--- config.mk ---
export PLATFORM = sky130hd
export DESIGN_NAME = sensor_condition_sync
export DESIGN_NICKNAME = d
export VERILOG_FILES = /design/src/rtl/train_ctrl_pkg.sv /design/src/rtl/sensor_debounce.sv /design/src/rtl/sensor_condition_sync.sv
export SDC_FILE = /design/constraint.sdc
export NUM_CORES = 1
export LEC_CHECK = 0
export CAP_MARGIN = 20
export CORE_UTILIZATION = 60
export DETAILED_ROUTE_END_ITERATION = 12
export PLACE_DENSITY = 0.82
export REMOVE_ABC_BUFFERS = 1
export SLEW_MARGIN = 0
export SYNTH_ARGS = -nofsm -noshare
export SYNTH_HDL_FRONTEND = slang
export SYNTH_SLANG_ARGS = --single-unit
--- constraint.sdc ---
create_clock -name CLK -period 2.6 [get_ports CLK]
set_clock_uncertainty 0.1 [all_clocks]
set_input_delay 0.26 -clock CLK [delete_from_list [all_inputs] [get_ports CLK]]
set_output_delay 0.26 -clock CLK [all_outputs]
set_load 0.03 [all_outputs]
--- src/rtl/train_ctrl_pkg.sv ---
// Shared definitions for the train controller condition path: condition
// modes, configuration word layout and the power-on condition table.
package train_ctrl_pkg;

  typedef enum logic [1:0] {
    COND_ANY   = 2'd0,
    COND_NONE  = 2'd1,
    COND_TIMER = 2'd2,
    COND_ZERO  = 2'd3
  } cond_mode_e;

  localparam int CFG_MODE_W   = 2;
  localparam int CFG_MASK_LSB = 0;

  // The mode field sits directly above the sensor mask.
  function automatic int cfg_mode_lsb(input int n_sensors);
    return n_sensors;
  endfunction

  // Default mode per table entry; boards with fewer than six sensors get an all-ZERO table.
  function automatic cond_mode_e default_mode(input int idx, input int n_sensors, input int sel_w);
    cond_mode_e mode;
    mode = COND_ZERO;
    if (n_sensors >= 6 && idx < (1 << sel_w) && idx < 16) begin
      case (idx)
        2, 3, 4, 5: mode = COND_TIMER;
        10, 11:     mode = COND_NONE;
        default:    mode = COND_ANY;
      endcase
    end
    return mode;
  endfunction

  // Default sensor mask per table entry (bit i = sensor S(i+1)).
  function automatic logic [31:0] default_mask(input int idx, input int n_sensors, input int sel_w);
    logic [31:0] mask;
    mask = 32'h0;
    if (n_sensors >= 6 && idx < (1 << sel_w) && idx < 16) begin
      case (idx)
        0:       mask = 32'h21;
        1:       mask = 32'h12;
        6, 9:    mask = 32'h04;
        7, 8:    mask = 32'h08;
        10:      mask = 32'h0F;
        11:      mask = 32'h3C;
        12, 14:  mask = 32'h20;
        13, 15:  mask = 32'h01;
        default: mask = 32'h00;
      endcase
    end
    return mask;
  endfunction

endpackage

--- src/rtl/sensor_debounce.sv ---
// One track sensor: two-flop synchroniser followed by a stability counter.
// A change is accepted only after DEBOUNCE_CYC consecutive differing samples.
module sensor_debounce #(
  parameter int DEBOUNCE_CYC = 4
) (
  input  logic clk,
  input  logic rst,
  input  logic raw_i,
  output logic stable_o
);

  localparam int CNT_W = $clog2(DEBOUNCE_CYC + 1);
  localparam logic [CNT_W-1:0] CNT_LAST = CNT_W'(DEBOUNCE_CYC - 1);

  logic             sync1_q, sync1_d;
  logic             sync2_q, sync2_d;
  logic [CNT_W-1:0] cnt_q, cnt_d;
  logic             stable_q, stable_d;

  // Count differing samples; flip the stable level on the last one and restart.
  always_comb begin
    sync1_d  = raw_i;
    sync2_d  = sync1_q;
    cnt_d    = '0;
    stable_d = stable_q;
    if (sync2_q != stable_q) begin
      if (cnt_q == CNT_LAST) begin
        stable_d = sync2_q;
      end else begin
        cnt_d = cnt_q + CNT_W'(1);
      end
    end
  end

  // Synchroniser, counter and stable level registers.
  always_ff @(posedge clk) begin
    if (rst) begin
      sync1_q  <= 1'b0;
      sync2_q  <= 1'b0;
      cnt_q    <= '0;
      stable_q <= 1'b0;
    end else begin
      sync1_q  <= sync1_d;
      sync2_q  <= sync2_d;
      cnt_q    <= cnt_d;
      stable_q <= stable_d;
    end
  end

  assign stable_o = stable_q;

endmodule

--- src/rtl/sensor_condition_sync.sv ---
// Debounced sensors feed a programmable per-state condition table; the
// selected condition is registered and turned into a rise pulse and a
// req/ack event for the main controller FSM.
module sensor_condition_sync
  import train_ctrl_pkg::*;
#(
  parameter int N_SENSORS    = 6,
  parameter int SEL_W        = 4,
  parameter int DEBOUNCE_CYC = 4
) (
  input  logic                 CLK,
  input  logic                 RST,
  input  logic [N_SENSORS-1:0] SENSORS,
  input  logic                 TIMER,
  input  logic [SEL_W-1:0]     Selector,
  input  logic                 Enable,
  input  logic                 CFG_WE,
  input  logic [SEL_W-1:0]     CFG_ADDR,
  input  logic [N_SENSORS+1:0] CFG_DATA,
  output logic                 COND,
  output logic                 COND_RISE,
  output logic                 EVT_REQ,
  input  logic                 EVT_ACK,
  output logic                 OVERRUN,
  output logic [N_SENSORS-1:0] SENS_STABLE
);

  localparam int DEPTH    = 1 << SEL_W;
  localparam int ENTRY_W  = N_SENSORS + 2;
  localparam int MODE_LSB = cfg_mode_lsb(N_SENSORS);

  logic [N_SENSORS-1:0] stable;

  for (genvar g = 0; g < N_SENSORS; g++) begin : g_sensor
    sensor_debounce #(
      .DEBOUNCE_CYC(DEBOUNCE_CYC)
    ) u_debounce (
      .clk     (CLK),
      .rst     (RST),
      .raw_i   (SENSORS[g]),
      .stable_o(stable[g])
    );
  end

  logic [ENTRY_W-1:0] table_q [DEPTH];
  logic [ENTRY_W-1:0] table_d [DEPTH];

  // Table write port; the new entry is only visible to evaluation next cycle.
  always_comb begin
    table_d = table_q;
    if (CFG_WE) begin
      table_d[CFG_ADDR] = CFG_DATA;
    end
  end

  // Table storage, reloaded with the default condition map on reset.
  always_ff @(posedge CLK) begin
    if (RST) begin
      for (int i = 0; i < DEPTH; i++) begin
        table_q[i] <= {default_mode(i, N_SENSORS, SEL_W),
                       N_SENSORS'(default_mask(i, N_SENSORS, SEL_W))};
      end
    end else begin
      table_q <= table_d;
    end
  end

  logic [ENTRY_W-1:0]   sel_entry;
  cond_mode_e           sel_mode;
  logic [N_SENSORS-1:0] hits;
  logic                 eval_cond;

  // Evaluate the entry addressed by the current controller state.
  always_comb begin
    sel_entry = table_q[Selector];
    sel_mode  = cond_mode_e'(sel_entry[MODE_LSB +: CFG_MODE_W]);
    hits      = stable & sel_entry[CFG_MASK_LSB +: N_SENSORS];
    case (sel_mode)
      COND_ANY:   eval_cond = |hits;
      COND_NONE:  eval_cond = ~|hits;
      COND_TIMER: eval_cond = TIMER;
      default:    eval_cond = 1'b0;
    endcase
  end

  logic             cond_q, cond_d;
  logic             cond_prev_q, cond_prev_d;
  logic [SEL_W-1:0] sel_q, sel_d;
  logic             sel_chg_q, sel_chg_d;
  logic             evt_req_q, evt_req_d;
  logic             overrun_q, overrun_d;
  logic             sel_diff;
  logic             rise;

  // Edge detection and event handshake; a state change or disable drops any pending event.
  always_comb begin
    sel_diff    = (Selector != sel_q);
    cond_d      = Enable & eval_cond;
    cond_prev_d = cond_q;
    sel_d       = Selector;
    sel_chg_d   = sel_diff;
    rise        = cond_q & ~cond_prev_q & Enable & ~sel_chg_q;
    evt_req_d   = evt_req_q;
    if (!Enable || sel_diff) begin
      evt_req_d = 1'b0;
    end else if (rise) begin
      evt_req_d = 1'b1;
    end else if (EVT_ACK) begin
      evt_req_d = 1'b0;
    end
    overrun_d = overrun_q | (rise & evt_req_q & ~EVT_ACK);
  end

  // Condition, selector history and handshake registers.
  always_ff @(posedge CLK) begin
    if (RST) begin
      cond_q      <= 1'b0;
      cond_prev_q <= 1'b0;
      sel_q       <= '0;
      sel_chg_q   <= 1'b0;
      evt_req_q   <= 1'b0;
      overrun_q   <= 1'b0;
    end else begin
      cond_q      <= cond_d;
      cond_prev_q <= cond_prev_d;
      sel_q       <= sel_d;
      sel_chg_q   <= sel_chg_d;
      evt_req_q   <= evt_req_d;
      overrun_q   <= overrun_d;
    end
  end

  assign COND        = cond_q;
  assign COND_RISE   = rise;
  assign EVT_REQ     = evt_req_q;
  assign OVERRUN     = overrun_q;
  assign SENS_STABLE = stable;

endmodule

* After elaboration in Yosys (flattened, before gate mapping)
Index checks and enable logic that the tools add are counted. W data, S select, Z words.
Storage, ports and cells: flip-flop bits (word level) 173, input bits 28
Cells by class: $add $sub $neg 6, order comparisons 3, equal/unequal tests 15, muxes and demuxes 9, bitwise gates (word level) 19, reduce and logical (&&, ||, !) cells 20
Operator list (number):
- $bwmux W128 | 1
- $bmux W8 S4 | 1
- $demux W8 S4 | 1
- $mux W8 | 3
- $add A3 B1 Y3 const B | 6
- $eq A3 B2 Y1 const B | 6
- $reduce_or A3 Y1 | 6
- $reduce_and A2 Y1 | 6
- $ge A5 B5 Y1 const B | 2
- $not A4 Y5 | 2
- $not A1 Y1 | 9
- $and A1 B1 Y1 | 6
- $and A6 B6 Y6 | 1
- $ne A1 B1 Y1 | 6
- $reduce_or A6 Y1 | 1
- $lt A5 B1 Y1 const B | 1
- $ne A4 B4 Y1 | 1
- $pmux W1 S3 | 1
- $eq A2 B1 Y1 const B | 1
- $eq A2 B2 Y1 const B | 1
- $logic_not A1 Y1 | 2
- $logic_not A2 Y1 | 1
- $mux W1 | 2
- $reduce_bool A2 Y1 | 1
- other kinds (4) | 4

* Depth between registers and ports, before layout
word-level depth 9, gate-level depth with buffers 9, gate-level depth less buffers 6

* Modules after synthesis
From an unflattened synthesis, not the netlist that was laid out.
Second synthesis, totals: cell total of the unflattened synthesis 729, area, all modules 7367.1 µm²
Modules (own cells, without submodules):
- sensor_condition_sync | instances 1, cells an instance 627, area an instance 6098.3 µm², sequential area each 2742.6 µm²
- sensor_debounce | instances 6, cells an instance 17, area an instance 211.5 µm², sequential area each 120.1 µm²

* Worst setup path after synthesis
No wires, ideal clock.
path kind input to register, from input Selector[0], to register cond_q (netlist: COND), setup time 121 ps, arrival time 1903 ps, data required time 2379 ps, slack 476 ps, stages on the path 8, path buffers 2, cells stage by stage buf_6 > buf_8 > mux4_2 > a22oi_1 > o211ai_1 > nand4b_1 > nor3_2 > mux2_4
Between the ends: cells in the longest elaborated chain, start to end 9, elaborated cells on any way between the ends 12, those cells by class 2 x eq/ne; 4 x mux; 3 x bitwise; 3 x reduce/logical
Ends and longest elaborated chain:
- from (decl) | RTL line sensor_condition_sync.sv:15 | input logic [SEL_W-1:0] Selector,
- $not A4 Y5 (not written as such) * | RTL line sensor_condition_sync.sv:75 | sel_entry = table_q[Selector];
- $bmux W8 S4 * | RTL line sensor_condition_sync.sv:75
- $mux W8 (not written as such) * (2 in series) | RTL line sensor_condition_sync.sv:75
- $and A6 B6 Y6 | RTL line sensor_condition_sync.sv:77 | hits = stable & sel_entry[CFG_MASK_LSB +: N_SENSORS];
- $reduce_or A6 Y1 | RTL line sensor_condition_sync.sv:79, sensor_condition_sync.sv:80
- $logic_not A1 Y1 | RTL line sensor_condition_sync.sv:80 | COND_NONE: eval_cond = ~|hits;
- $pmux W1 S3 * | RTL line sensor_condition_sync.sv:78 | case (sel_mode)
- $and A1 B1 Y1 * | RTL line sensor_condition_sync.sv:98 | cond_d = Enable & eval_cond;
- to (signal assigned) | RTL line sensor_condition_sync.sv:124 | cond_q <= cond_d;
- to (decl) | RTL line sensor_condition_sync.sv:86 | logic cond_q, cond_d;
Mark *: on every way between the ends. The rest lies on a longest branch, timed or not. The select of a mux whose other input is x is not followed. A chain may end at the register's enable or synchronous reset.

* Worst setup path after layout
from register cond_q (netlist: COND), to output COND_RISE
Between the ends: cells in the longest elaborated chain, start to end 3
Ends and longest elaborated chain:
- $and A1 B1 Y1 (3 in series) | RTL line sensor_condition_sync.sv:102 | rise = cond_q & ~cond_prev_q & Enable & ~sel_chg_q;
- to (decl) | RTL line sensor_condition_sync.sv:21 | output logic COND_RISE,
No other way between the ends.

==> out/qor.csv <==
stage,metric,value,unit
synthesis,Post-synth EDFFs,0,
worst_setup_path,Crit path arrival time,2.10,ns
worst_setup_path,Startpoint Class,register,
worst_hold_path,worst hold path type,in -> reg,
detailed_routing,Via-to-Cell Ratio,5.90,
synthesis,Seq cells post-synth,173,
worst_setup_path,Top delay family on crit path,buffers and inverters,
synthesis,cell area after synthesis,7400,um2
power_and_ir_drop,combinational fraction of design power,7.0,%
sta,Fin Setup TNS,0,ns
synthesis,post-synthesis sequential area ratio,46.8,%
worst_setup_path,CP endpoint kind,output pin,
worst_setup_path,"Max FO, Critical Path",3,
sta,Tightest Pin Transition,0.713,ns
clock_tree,number of buffers added for setup after CTS,0,
layout,antenna cells,0,
detailed_routing,iteration-0 DRC count of the detailed router,460,
clock_tree,H-tree levels,4,
clock_tree,CTS tree,built,
floorplan,Core Box Area,12000,um2
power_and_ir_drop,Static Leak,3.39,nW
sta,Hold Slack,0.162,ns
clock_tree,hold_buf cts,0,
placement,Detailed Place HPWL,11.5,mm
worst_setup_path,r2r setup slk,0.46,ns
detailed_routing,Final ANT Viol Nets,0,
detailed_routing,routed via count,5485,
worst_setup_path,CP max-delay cell,clkdlybuf4s50_1,
floorplan,Die Area,12800,um2
sta,setup slack after layout,0.144,ns
power_and_ir_drop,Peak supply drop,0.000418,V
synthesis,Synth async-reset ratio,0,%
power_and_ir_drop,power per cell area,654,nW/um2
clock_tree,root buffer cell,clkbuf_16,
worst_setup_path,critical path type,reg -> out,
layout,final instance area,8530,um2
synthesis,synth top area cells,"dfxtp_1 47%, mux2i_1 19%, nor2_1 7.9%",
grt,first-pass GRT wire length,28.1,mm
grt,GR Overflow Total,0,
clock_tree,"Gates resized, CTS repair",0,
worst_setup_path,WP buf/inv,1,
synthesis,Cells after Synth,740,
clock_tree,CTS Sinks,173,
placement,RePlAce Congestion,0.852,
layout,"Net count, final",812,
power_and_ir_drop,Clock power frac,44.2,%
clock_tree,total CTS buffers,17,
grt,initial antenna violation count,1,
placement,Port Buf Inserts,37,
sta,# setup viols final,0,
layout,area of the multi-input gates,3620,um2
sta,fin crit period,2.46,ns
floorplan,Die Y,113,um
floorplan,I/O pin total,38,
worst_setup_path,Critical R2R Launch,table_q[7]$_SDFFE_PP0P_,
layout,Filler cells,862,
synthesis,post-synthesis cell type count,38,
sta,RSZ-0062 raised after global routing,no,
layout,Layout area overhead,15.2,%
floorplan,Starting Density,61.6,%
synthesis,yosys warns,0,
layout,final core utilization,71.0,%
detailed_routing,Detailed Routing Iterations Pass 1,5,
synthesis,Mean Syn Cell Area,10.0,um2
synthesis,top cell type's share of synthesized area,46.8,%
worst_setup_path,crit-path max cell delay,0.80,ns
sta,relative slew slack,52.5,%
flow_run,Max Cap Violations,0,
clock_tree,clk buf depth,2,
grt,overall routing resource usage,28.7,%
power_and_ir_drop,Switching Power,1.26,mW
power_and_ir_drop,sequential power share,48.8,%
layout,share of cells above drive strength 1,10.1,%
worst_setup_path,Worst Setup SP,COND$_SDFF_PP0_,
sta,Max Slew Vio Count,0,
clock_tree,clk_lat worst skew,0.43,ns
placement,Placed Area,7960,um2
worst_setup_path,crit-path cells,nor4bb_1 > clkdlybuf4s50_1,
sta,Tcrit/Tclk final,94.5,%
worst_setup_path,reg-to-reg endpoint,COND$_SDFF_PP0_,
detailed_routing,final routed DRC violation total,0,
grt,vias in the first global route,5386,
run_status,run status,"finished, final reports clean",
sta,max frequency,407,MHz
power_and_ir_drop,Int Power,4.32,mW
worst_setup_path,Worst EP required,2.24,ns
floorplan,Die X,113,um
synthesis,post-synth top area cell,dfxtp_1,
clock_tree,"CTS clk-pin slew, worst paths",0.06,ns
worst_setup_path,WP depth,2,
synthesis,top_reg_cell synth,dfxtp_1,
worst_setup_path,FF-to-FF path depth,6,
detailed_routing,routed wire length,17.4,mm
floorplan,Site Rows,40,
power_and_ir_drop,Sw Share,22.6,%
sta,Final Hold Fails,0,
grt,largest net degree at the start of global routing,75,
worst_setup_path,CP endpoint,COND_RISE,
detailed_routing,drt wl/cell,18.7,um
layout,sequential cell area,3460,um2
placement,DP Worst Slack,0.0354,ns
==> registers in the layout, indices dropped and copies added, names as in the netlist <==
name	count
OVERRUN	1
g_sensor.u_debounce.sync1_q	6
EVT_REQ	1
g_sensor.u_debounce.sync2_q	6
table_q	128
sel_q	4
g_sensor.u_debounce.cnt_q	18
COND	1
sel_chg_q	1
cond_prev_q	1
g_sensor.u_debounce.stable_o	6
==> final cells by class <==
| class | instances | area share, % |
|---|---|---|
| repair buffers | 69 | 7.36 |
| flip-flops and latches | 173 | 40.6 |
| clock inverters | 11 | 1.41 |
| multi-input cells | 495 | 42.5 |
| clock buffers | 19 | 5.31 |
| well taps | 147 | 2.16 |
| inverters | 16 | 0.704 |
==> worst min path at each step <==
stage	depth (start not counted)	end	slack, ns	from
floorplan	1	cond_prev_q$_SDFF_PP0_	0.23	RST
global placement	1	g_sensor[0].u_debounce.cnt_q[0]$_SDFF_PP0_	0.31	g_sensor[0].u_debounce.cnt_q[0]$_SDFF_PP0_
detailed placement	1	g_sensor[1].u_debounce.cnt_q[0]$_SDFF_PP0_	0.32	g_sensor[1].u_debounce.cnt_q[0]$_SDFF_PP0_
CTS	2	table_q[118]$_SDFFE_PP0P_	0.16	RST
global route	2	table_q[88]$_SDFFE_PP0P_	0.18	RST
finish	2	table_q[88]$_SDFFE_PP0P_	0.16	RST
==> cells in the final DEF (no fill, tap or decap), types with 14 or more instances in the layout <==
cell and n:
dfxtp_1 173, nor2_1 155, mux2i_1 137, nor2b_1 45
clkdlybuf4s50_1 35, buf_4 31, a211o_1 26, a21oi_1 18
clkbuf_16 17, inv_1 16, nand2_1 14
==> per-stage QoR <==
| stage | power, mW | std cells |
|---|---|---|
| floorplan | 2.94 | 684 |
| global placement | 3.14 | 900 |
| detailed placement | 3.16 | 900 |
| CTS | 5.59 | 930 |
| global route | 5.74 | 930 |
| finish | 5.58 | 930 |
==> cells in the mapped netlist, types with 8 or more instances <==
master / n
a211o_1: 26
a22oi_1: 12
nand2_1: 14
or3_1: 8
nand2b_1: 10
nor2_1: 155
nand3_1: 9
nor2b_1: 45
clkbuf_1: 36
mux4_2: 13
a21oi_1: 18
inv_1: 16
ha_1: 12
mux2i_1: 137
dfxtp_1: 173
==> routing by layer <==
layer / global-route usage [%] / up-vias / wire length, um
li1: - / 2591 / -
met1: 36.2 / 2702 / 7420
met2: 47.6 / 150 / 8540
met3: 5.89 / 42 / 864
met4: 12.9 / 0 / 561
met5: 0 / - / 0
==> kinds of logic after synthesis <==
logic type / synth area share (%)
AND/OR/NAND/NOR: 16.4
XOR/XNOR: 1.18
adder cells (fa/ha/maj): 2.03
buffers and inverters: 4.31
flip-flops: 46.8
AO/OA/AOI/OAI: 5.86
multiplexers: 23.4
==> power by group through the flow <==
stage / combinational [mW] / clock (mW) / sequential [mW]
floorplan: 0.170 / 0 / 2.77
finish: 0.390 / 2.47 / 2.72
global placement: 0.368 / 0 / 2.78
global route: 0.419 / 2.60 / 2.72
detailed placement: 0.382 / 0 / 2.78
CTS: 0.387 / 2.48 / 2.72
No activity file was read; power rests on OpenSTA's default activity.
